===== src/rtl/snax_alu_pkg.sv =====
// Shared SNAX ALU types: op encoding (also used by snax_alu_pe and the CSR decoder),
// controller FSM states and the default element-count width.
package snax_alu_pkg;

   localparam int LEN_WIDTH = 32;

   typedef enum logic [1:0] {
      ALU_XOR = 2'd0,
      ALU_SUB = 2'd1,
      ALU_MUL = 2'd2,
      ALU_ADD = 2'd3
   } alu_op_e;

   typedef enum logic [1:0] {
      ST_IDLE,
      ST_RUN,
      ST_DONE
   } ctrl_state_e;

endpackage


===== src/rtl/snax_alu_ctrl_if.sv =====
// Handshake bundle between the job sequencer (master) and the lock-stepped PE lanes,
// streamer and writer (slave).
interface snax_alu_ctrl_if;

   logic                  a_valid;
   logic                  b_valid;
   logic                  c_valid;
   logic                  c_ready;
   logic                  acc_ready;
   snax_alu_pkg::alu_op_e alu_config;

   modport master (
      input  a_valid, b_valid, c_valid, c_ready,
      output acc_ready, alu_config
   );

   modport slave (
      output a_valid, b_valid, c_valid, c_ready,
      input  acc_ready, alu_config
   );

endinterface


===== src/rtl/snax_alu_ctrl_cnt.sv =====
// Clearable, enable-gated up-counter; with Sat set it sticks at all-ones.
module snax_alu_ctrl_cnt #(
   parameter int Width = 32,
   parameter bit Sat   = 1'b0
) (
   input  logic             clk_i,
   input  logic             rst_ni,
   input  logic             clr,
   input  logic             en,
   output logic [Width-1:0] cnt
);

   logic at_max;
   assign at_max = Sat && (&cnt);

   always_ff @(posedge clk_i or negedge rst_ni) begin
      if (!rst_ni) begin
         cnt <= '0;
      end else if (clr) begin
         cnt <= '0;
      end else if (en && !at_max) begin
         cnt <= cnt + Width'(1);
      end
   end

endmodule


===== src/rtl/snax_alu_ctrl.sv =====
// SNAX ALU job sequencer: gates PE acc_ready so exactly len pairs are consumed with at most
// one result outstanding per PE. Optional busy/stall counters under SNAX_ALU_CTRL_PERF_EN.
module snax_alu_ctrl
   import snax_alu_pkg::*;
#(
   parameter int LenWidth = LEN_WIDTH
) (
   input  logic                clk_i,
   input  logic                rst_ni,
   input  logic                start_i,
   input  logic [1:0]          op_i,
   input  logic [LenWidth-1:0] len_i,
   input  logic                clear_i,
   snax_alu_ctrl_if.master     pe,
   output logic                busy_o,
   output logic                done_o,
   output logic [LenWidth-1:0] in_cnt_o,
   output logic [LenWidth-1:0] out_cnt_o,
   output logic [31:0]         perf_cycles_o,
   output logic [31:0]         perf_stall_o
);

   ctrl_state_e         state_q;
   alu_op_e             op_q;
   logic [LenWidth-1:0] len_q;
   logic [LenWidth-1:0] in_cnt, out_cnt;

   logic run, start_fire, in_room, acc_ready, out_fire, cnt_clr;

   assign run        = (state_q == ST_RUN);
   assign start_fire = (state_q == ST_IDLE) && start_i && !clear_i;
   assign in_room    = (in_cnt < len_q);

   // A new pair may only enter when the PE result slot is empty or draining this cycle.
   assign acc_ready = run && !clear_i && pe.a_valid && pe.b_valid && in_room &&
                      (!pe.c_valid || pe.c_ready);
   assign out_fire  = run && !clear_i && pe.c_valid && pe.c_ready && (out_cnt < in_cnt);
   assign cnt_clr   = clear_i || start_fire;

   always_ff @(posedge clk_i or negedge rst_ni) begin
      if (!rst_ni) begin
         state_q <= ST_IDLE;
         op_q    <= ALU_ADD;
         len_q   <= '0;
      end else if (clear_i) begin
         state_q <= ST_IDLE;
      end else begin
         case (state_q)
            ST_IDLE: begin
               if (start_i) begin
                  op_q    <= alu_op_e'(op_i);
                  len_q   <= len_i;
                  state_q <= (len_i == '0) ? ST_DONE : ST_RUN;
               end
            end
            ST_RUN: begin
               // len_q >= 1 whenever RUN is entered, so the subtraction cannot wrap.
               if (out_fire && (out_cnt == len_q - LenWidth'(1))) state_q <= ST_DONE;
            end
            ST_DONE: state_q <= ST_IDLE;
            default: state_q <= ST_IDLE;
         endcase
      end
   end

   snax_alu_ctrl_cnt #(.Width(LenWidth), .Sat(1'b0)) u_in_cnt (
      .clk_i (clk_i),
      .rst_ni(rst_ni),
      .clr   (cnt_clr),
      .en    (acc_ready),
      .cnt   (in_cnt)
   );

   snax_alu_ctrl_cnt #(.Width(LenWidth), .Sat(1'b0)) u_out_cnt (
      .clk_i (clk_i),
      .rst_ni(rst_ni),
      .clr   (cnt_clr),
      .en    (out_fire),
      .cnt   (out_cnt)
   );

`ifdef SNAX_ALU_CTRL_PERF_EN
   snax_alu_ctrl_cnt #(.Width(32), .Sat(1'b1)) u_perf_cycles (
      .clk_i (clk_i),
      .rst_ni(rst_ni),
      .clr   (start_fire),
      .en    (run),
      .cnt   (perf_cycles_o)
   );

   snax_alu_ctrl_cnt #(.Width(32), .Sat(1'b1)) u_perf_stall (
      .clk_i (clk_i),
      .rst_ni(rst_ni),
      .clr   (start_fire),
      .en    (run && in_room && !acc_ready),
      .cnt   (perf_stall_o)
   );
`else
   assign perf_cycles_o = '0;
   assign perf_stall_o  = '0;
`endif

   assign pe.acc_ready  = acc_ready;
   assign pe.alu_config = op_q;
   assign busy_o        = run;
   assign done_o        = (state_q == ST_DONE);
   assign in_cnt_o      = in_cnt;
   assign out_cnt_o     = out_cnt;

endmodule

===== src/flat_wrapper.sv =====
// flat-port wrapper written by rule: the top's interface ports become plain ports
module snax_alu_ctrl_flat import snax_alu_pkg::*;
#(
   parameter int LenWidth = LEN_WIDTH
)
  (clk_i, rst_ni, start_i, op_i, len_i, clear_i, busy_o, done_o, in_cnt_o, out_cnt_o, perf_cycles_o, perf_stall_o, pe_a_valid, pe_b_valid, pe_c_valid, pe_c_ready, pe_acc_ready, pe_alu_config);
  snax_alu_ctrl_if pe_i ();
  input  logic clk_i;
  input  logic rst_ni;
  input  logic start_i;
  input  logic [1:0] op_i;
  input  logic [LenWidth-1:0] len_i;
  input  logic clear_i;
  output logic busy_o;
  output logic done_o;
  output logic [LenWidth-1:0] in_cnt_o;
  output logic [LenWidth-1:0] out_cnt_o;
  output logic [31:0] perf_cycles_o;
  output logic [31:0] perf_stall_o;
  input wire logic [$bits(pe_i.a_valid)-1:0] pe_a_valid;
  input wire logic [$bits(pe_i.b_valid)-1:0] pe_b_valid;
  input wire logic [$bits(pe_i.c_valid)-1:0] pe_c_valid;
  input wire logic [$bits(pe_i.c_ready)-1:0] pe_c_ready;
  output wire logic [$bits(pe_i.acc_ready)-1:0] pe_acc_ready;
  output wire logic [$bits(pe_i.alu_config)-1:0] pe_alu_config;
  assign pe_i.a_valid = pe_a_valid;
  assign pe_i.b_valid = pe_b_valid;
  assign pe_i.c_valid = pe_c_valid;
  assign pe_i.c_ready = pe_c_ready;
  assign pe_acc_ready = pe_i.acc_ready;
  assign pe_alu_config = pe_i.alu_config;
  snax_alu_ctrl #(.LenWidth(LenWidth)) u_core (.clk_i(clk_i), .rst_ni(rst_ni), .start_i(start_i), .op_i(op_i), .len_i(len_i), .clear_i(clear_i), .pe(pe_i), .busy_o(busy_o), .done_o(done_o), .in_cnt_o(in_cnt_o), .out_cnt_o(out_cnt_o), .perf_cycles_o(perf_cycles_o), .perf_stall_o(perf_stall_o));
endmodule

===== config.mk =====
export PLATFORM = sky130hd
export DESIGN_NAME = snax_alu_ctrl_flat
export DESIGN_NICKNAME = d
export VERILOG_FILES = /design/src/rtl/snax_alu_pkg.sv /design/src/rtl/snax_alu_ctrl_if.sv /design/src/rtl/snax_alu_ctrl_cnt.sv /design/src/rtl/snax_alu_ctrl.sv /design/src/flat_wrapper.sv
export SDC_FILE = /design/constraint.sdc
export NUM_CORES = 1
export LEC_CHECK = 0
export ABC_CLOCK_PERIOD_IN_PS = 2500
export CAP_MARGIN = 20
export CORE_ASPECT_RATIO = 1.2
export CORE_UTILIZATION = 47
export CTS_CLUSTER_DIAMETER = 30
export CTS_CLUSTER_SIZE = 14
export DETAILED_ROUTE_END_ITERATION = 8
export PLACE_DENSITY_LB_ADDON = 0.08
export SLEW_MARGIN = 0
export SYNTH_ARGS = -nofsm -noshare
export SYNTH_HDL_FRONTEND = slang
export SYNTH_SLANG_ARGS = --single-unit

===== constraint.sdc =====
create_clock -name clk_i -period 2.5 [get_ports clk_i]
set_input_delay 0.25 -clock clk_i [delete_from_list [all_inputs] [get_ports clk_i]]
set_output_delay 0.25 -clock clk_i [all_outputs]
set_load 0.02 [all_outputs]

## Word-level counts from Yosys, hierarchy flattened

Cells that the tools add are included.

- Magnitude comparators: 2
- Reductions and logical operators: 21
- Bitwise operators: 1
- $add $sub $neg: 3
- Eq/ne operators: 5
- Muxes and demuxes: 9

Operators with widths:

| cell | number |
|---|---|
| 2-to-1 mux 32 bit | 4 |
| adder 32 x 1 -> 32 bit, second input constant | 2 |
| less-than comparator 32 bit | 2 |
| equality test 32 bit | 1 |
| zero test 32 bit | 1 |
| subtractor 32 x 1 -> 32 bit, second input constant | 1 |
| logical AND 1 bit | 11 |
| 2-to-1 mux 2 bit | 4 |
| inequality test 3 bit, second input constant | 2 |
| one-hot mux 2 bit (2 select lines) | 1 |
| nonzero test 2 bit | 2 |
| AND reduction 3 bit | 1 |
| equality test 2 x 1 -> 1 bit, second input constant | 1 |
| equality test 2 bit, second input constant | 1 |
| zero test 1 bit | 2 |
| zero test 2 bit | 1 |
| logical OR 1 bit | 2 |
| AND reduction 2 bit | 1 |
| inverter 1 bit | 1 |

- Input port bits: 42
- Word-level logic and storage cells: 46
- Output and inout bits: 133
- Register bits: 100

## Logic depth before layout (Yosys ltp)

- Word-level depth: 9
- Mapped depth: 11
- Gate-level depth less buffers: 10

## Hierarchy

A second synthesis with hierarchy kept.

- Cells, all modules: 925
- Area total of the unflattened synthesis: 7,962.6 um2

By module, submodules not included:

| module | cells an instance | instances | area each (um2) | seq. area each (um2) |
|---|---|---|---|---|
| snax_alu_ctrl | 573 | 1 | 4,601.9 | 903.4 |
| snax_alu_ctrl_cnt | 176 | 2 | 1,680.4 | 800.8 |

## Least setup slack after synthesis

No wires, ideal clock.

- Path type: reg2reg
- Start: reg u_core.u_in_cnt.cnt[13]
- End: reg u_core.u_out_cnt.cnt[15]
- Buffers on the path: 1
- Period minus slack after synthesis: 2.739 ns
- Setup time: 0.132 ns
- Required time: 2.368 ns
- Setup slack: -0.239 ns
- Arrival time: 2.608 ns
- Cell stages (with the launch flop): 12
- Cells stage by stage: dfrtp_1 inv_1 ha_1 a21o_1 a21o_1 a2111oi_4 o21ai_2 a2111oi_4 buf_4 nand3_1 xor2_1 nor2_1

- Word-level cells in the longest chain between the ends: 3

RTL lines:

| what | RTL line | source |
|---|---|---|
| from (decl) | snax_alu_ctrl_cnt.sv:10 | `output logic [Width-1:0] cnt` |
| from (signal assigned) | snax_alu_ctrl_cnt.sv:22 | `cnt <= cnt + Width'(1);` |
| less-than comparator 32 bit | snax_alu_ctrl.sv:37 | `assign out_fire = run && !clear_i && pe.c_valid && pe.c_ready && (out_cnt < in_cnt);` |
| logical AND 1 bit | snax_alu_ctrl.sv:37 |  |
| nonzero test 2 bit (no line) | -- |  |
| to (signal assigned) | snax_alu_ctrl_cnt.sv:22 |  |
| to (decl) | snax_alu_ctrl_cnt.sv:10 |  |

No other way between the ends.
A chain may end at the register's enable or synchronous reset.

## Worst setup path in the final report

- Start: reg u_core.u_in_cnt.cnt[11]
- End: reg u_core.u_in_cnt.cnt[8]

- Word-level cells in the longest chain between the ends: 4

RTL lines:

| what | RTL line | source |
|---|---|---|
| less-than comparator 32 bit | snax_alu_ctrl.sv:32 | `assign in_room = (in_cnt < len_q);` |
| logical AND 1 bit (2 in a row) | snax_alu_ctrl.sv:35 | `assign acc_ready = run && !clear_i && pe.a_valid && pe.b_valid && in_room &&` |
| nonzero test 2 bit (no line) | -- |  |

No other way between the ends.

==> results.json <==
{
  "outcome": "finished with violations",
  "violations": "setup timing",
  "startpoint_type": "flip-flop",
  "pre_cts_slack_ns": -0.250,
  "finalCriticalPeriod_ns": 2.74,
  "ys.warnings.count": 0,
  "antenna_found_initial": 0,
  "cap_violations": 0,
  "syn_area_per_cell_sq_um": 8.65,
  "cts_buffers": 9,
  "p_total_w": 0.00510,
  "r2r_cells": 12,
  "synth_seq_cells": 100,
  "io_buffers": 110,
  "holdCritPathClass": "input port to async pin",
  "synth-async-reset-ratio_pct": 100,
  "crit_type": "flip-flop to flip-flop",
  "p_leak_nw": 5.46,
  "reg2reg_to": "u_core.u_in_cnt.cnt[8]",
  "netlist_top_cells_area": "dfrtp_1 31%, ha_1 10%, buf_4 6.2%",
  "drt_iter0_drc": 512,
  "synth_common_cells": "98 x dfrtp_1, 81 x nand2_1, 73 x inv_1, 66 x buf_4, 65 x ha_1",
  "grt_pass1_wl_um": 42900,
  "ys_types": 72,
  "die_x_um": 121,
  "finalSetupViolations": 56,
  "max_freq_mhz": 365,
  "finalWeightedCongestion": 0.907,
  "vias": 8480,
  "wl_um": 29700,
  "cts_num_sinks": 100,
  "worstSetupEndpointType": "flip-flop",
  "required_ns": 2.79,
  "syn_to_final_growth_pct": 57.6,
  "rr_startpoint": "u_core.u_in_cnt.cnt[11]",
  "finalHoldViolations": 0,
  "overflow": 0,
  "viasPerCell": 5.58,
  "place_area_sq_mm": 0.0109,
  "htreeDepth": 3,
  "cts_root_buf": "clkbuf_16",
  "yosysMostFrequentCell": "dfrtp_1",
  "clk-insertion-delay-late_ns": 0.36,
  "peakVddDrop_v": 0.000337,
  "synth_edf_count": 0,
  "cp.arrival_ns": 3.03,
  "fp-row-count": 51,
  "cp_max_fo": 8,
  "antenna_cells": 0,
  "finalClockSkew_ns": 0.0140,
  "netlist_area_sq_mm": 0.00798,
  "rsz0062_at_grt": "true",
  "ff2ff_setup_slack_ns": -0.24,
  "ys.flop_type": "dfrtp_1",
  "die_y_um": 145,
  "ys_seq_area_share_pct": 31.4,
  "die_area_sq_mm": 0.0175,
  "power.density_mw_per_mm2": 405,
  "clkSlewWorstSetupHoldPaths_ns": 0.08,
  "synth_top_area_cell": "dfrtp_1",
  "cts_tree": "built",
  "postSynthCellCount": 923,
  "fin_crit_sh_pct": 110,
  "stdcell_area_sq_mm": 0.0126,
  "clk_path_buf_depth": 2,
  "initial_core_util_pct": 48.7,
  "drt_pass1_iterations": 5,
  "grt_start_max_net_pins": 38,
  "core_sq_mm": 0.0164,
  "yosysTopAreaCellShare_pct": 30.7,
  "setup_ws_ns": -0.243,
  "antenna_left": 0,
  "grt_usage_pct": 32.8,
  "drt-wirelength-per-cell_um": 19.5,
  "grt_pass1_vias": 8126,
  "drive_gt1_share_pct": 38.8,
  "ios": 175,
  "drc": 0,
  "maxSlewViolCount": 0,
  "dpl.hpwl_um": 21900,
  "nNetsFinal": 1412
}
kinds of logic after synthesis:
| family | synth area share, % |
|---|---|
| simple gates | 23.1 |
| mux | 1.16 |
| fa+ha+maj | 10.2 |
| compound gates | 15.9 |
| xor+xnor | 7.57 |
| buf+inv | 10.7 |
| other cells | 0.0470 |
| flops | 31.4 |
layout make-up:
type	instances	area [sq um]
Clock inverter	5	85.1
Sequential cell	100	2530
Clock buffer	10	229
Inverter	74	283
Timing Repair Buffer	393	3370
Fill cell	1193	3820
Tap cell	212	265
Multi-Input combinational cell	727	5810
per-stage QoR:
step | util (%) | TNS [ns] | instances | hold WS (ns)
finish | 76.7 | -7.05 | 1521 | 0.351
global route | 76.7 | -12.30 | 1521 | 0.377
CTS | 71.3 | -3.66 | 1493 | 0.357
detailed placement | 66.4 | -6.74 | 1453 | 0.195
global placement | 66.4 | -5.05 | 1453 | 0.190
floorplan | - | -0.382 | 986 | -0.0456
report_power, final:
part / switching, W / internal, W
Sequential: 0.000106 / 0.00173
Combinational: 0.000901 / 0.000799
Clock: 0.000678 / 0.000879
worst max-delay path by stage:
stage,from,endpoint,cells past startpoint
floorplan,u_core.u_in_cnt.cnt[13],u_core.u_out_cnt.cnt[13],11
global placement,u_core.len_q[19],u_core.u_in_cnt.cnt[4],13
detailed placement,u_core.len_q[7],pe_acc_ready,8
CTS,u_core.u_in_cnt.cnt[11],u_core.u_in_cnt.cnt[19],9
global route,u_core.u_in_cnt.cnt[11],u_core.u_in_cnt.cnt[9],12
finish,u_core.u_in_cnt.cnt[11],u_core.u_in_cnt.cnt[8],12
critical path: stages (launching register included):
cell,delay [ns]
dfrtp_2,0.41
buf_6,0.13
ha_4,0.22
a21oi_2,0.16
o21ai_2,0.10
a2111oi_4,0.21
o41a_4,0.23
o31a_1,0.24
o21ai_4,0.09
buf_6,0.13
buf_8,0.13
or4_4,0.51
a21oi_2,0.13
placed cells by master, fill, tap and decap left out, types with 29 or more instances in the layout:
cell type and count:
dfrtp_1 74, a21oi_2 32, xor2_1 29, buf_6 35
nor2_1 50, xnor2_1 37, inv_1 53, o21ai_0 44
buf_4 246, nand2_1 73, clkdlybuf4s50_1 108, conb_1 64
nand4_1 33, ha_1 42
registers in the layout (all words and copies together), names as in the netlist:
register / count
u_core.len_q: 32
u_core.pe.alu_config: 2
u_core.u_in_cnt.cnt: 32
u_core.u_out_cnt.cnt: 32
u_core.state_q: 2
metal layers:
layer	vias to the layer above	wire length, um	track usage, %
met4	0	1950	23.8
met3	83	1480	3.96
met5	-	0	0
met2	341	14800	57.1
met1	4090	11400	37.3
li1	3966	-	-
what timing repair did:
action | in CTS | in global routing
setup buffers | 26 | 32
endpoints found under the setup margin | 58 | 62
hold buffers | 1 | 0
hold endpoints to repair | 23 | 0
cloned | 0 | 1
pin swaps | 68 | 89
resized for setup | 77 | 146
No activity file was read; power rests on OpenSTA's default activity.
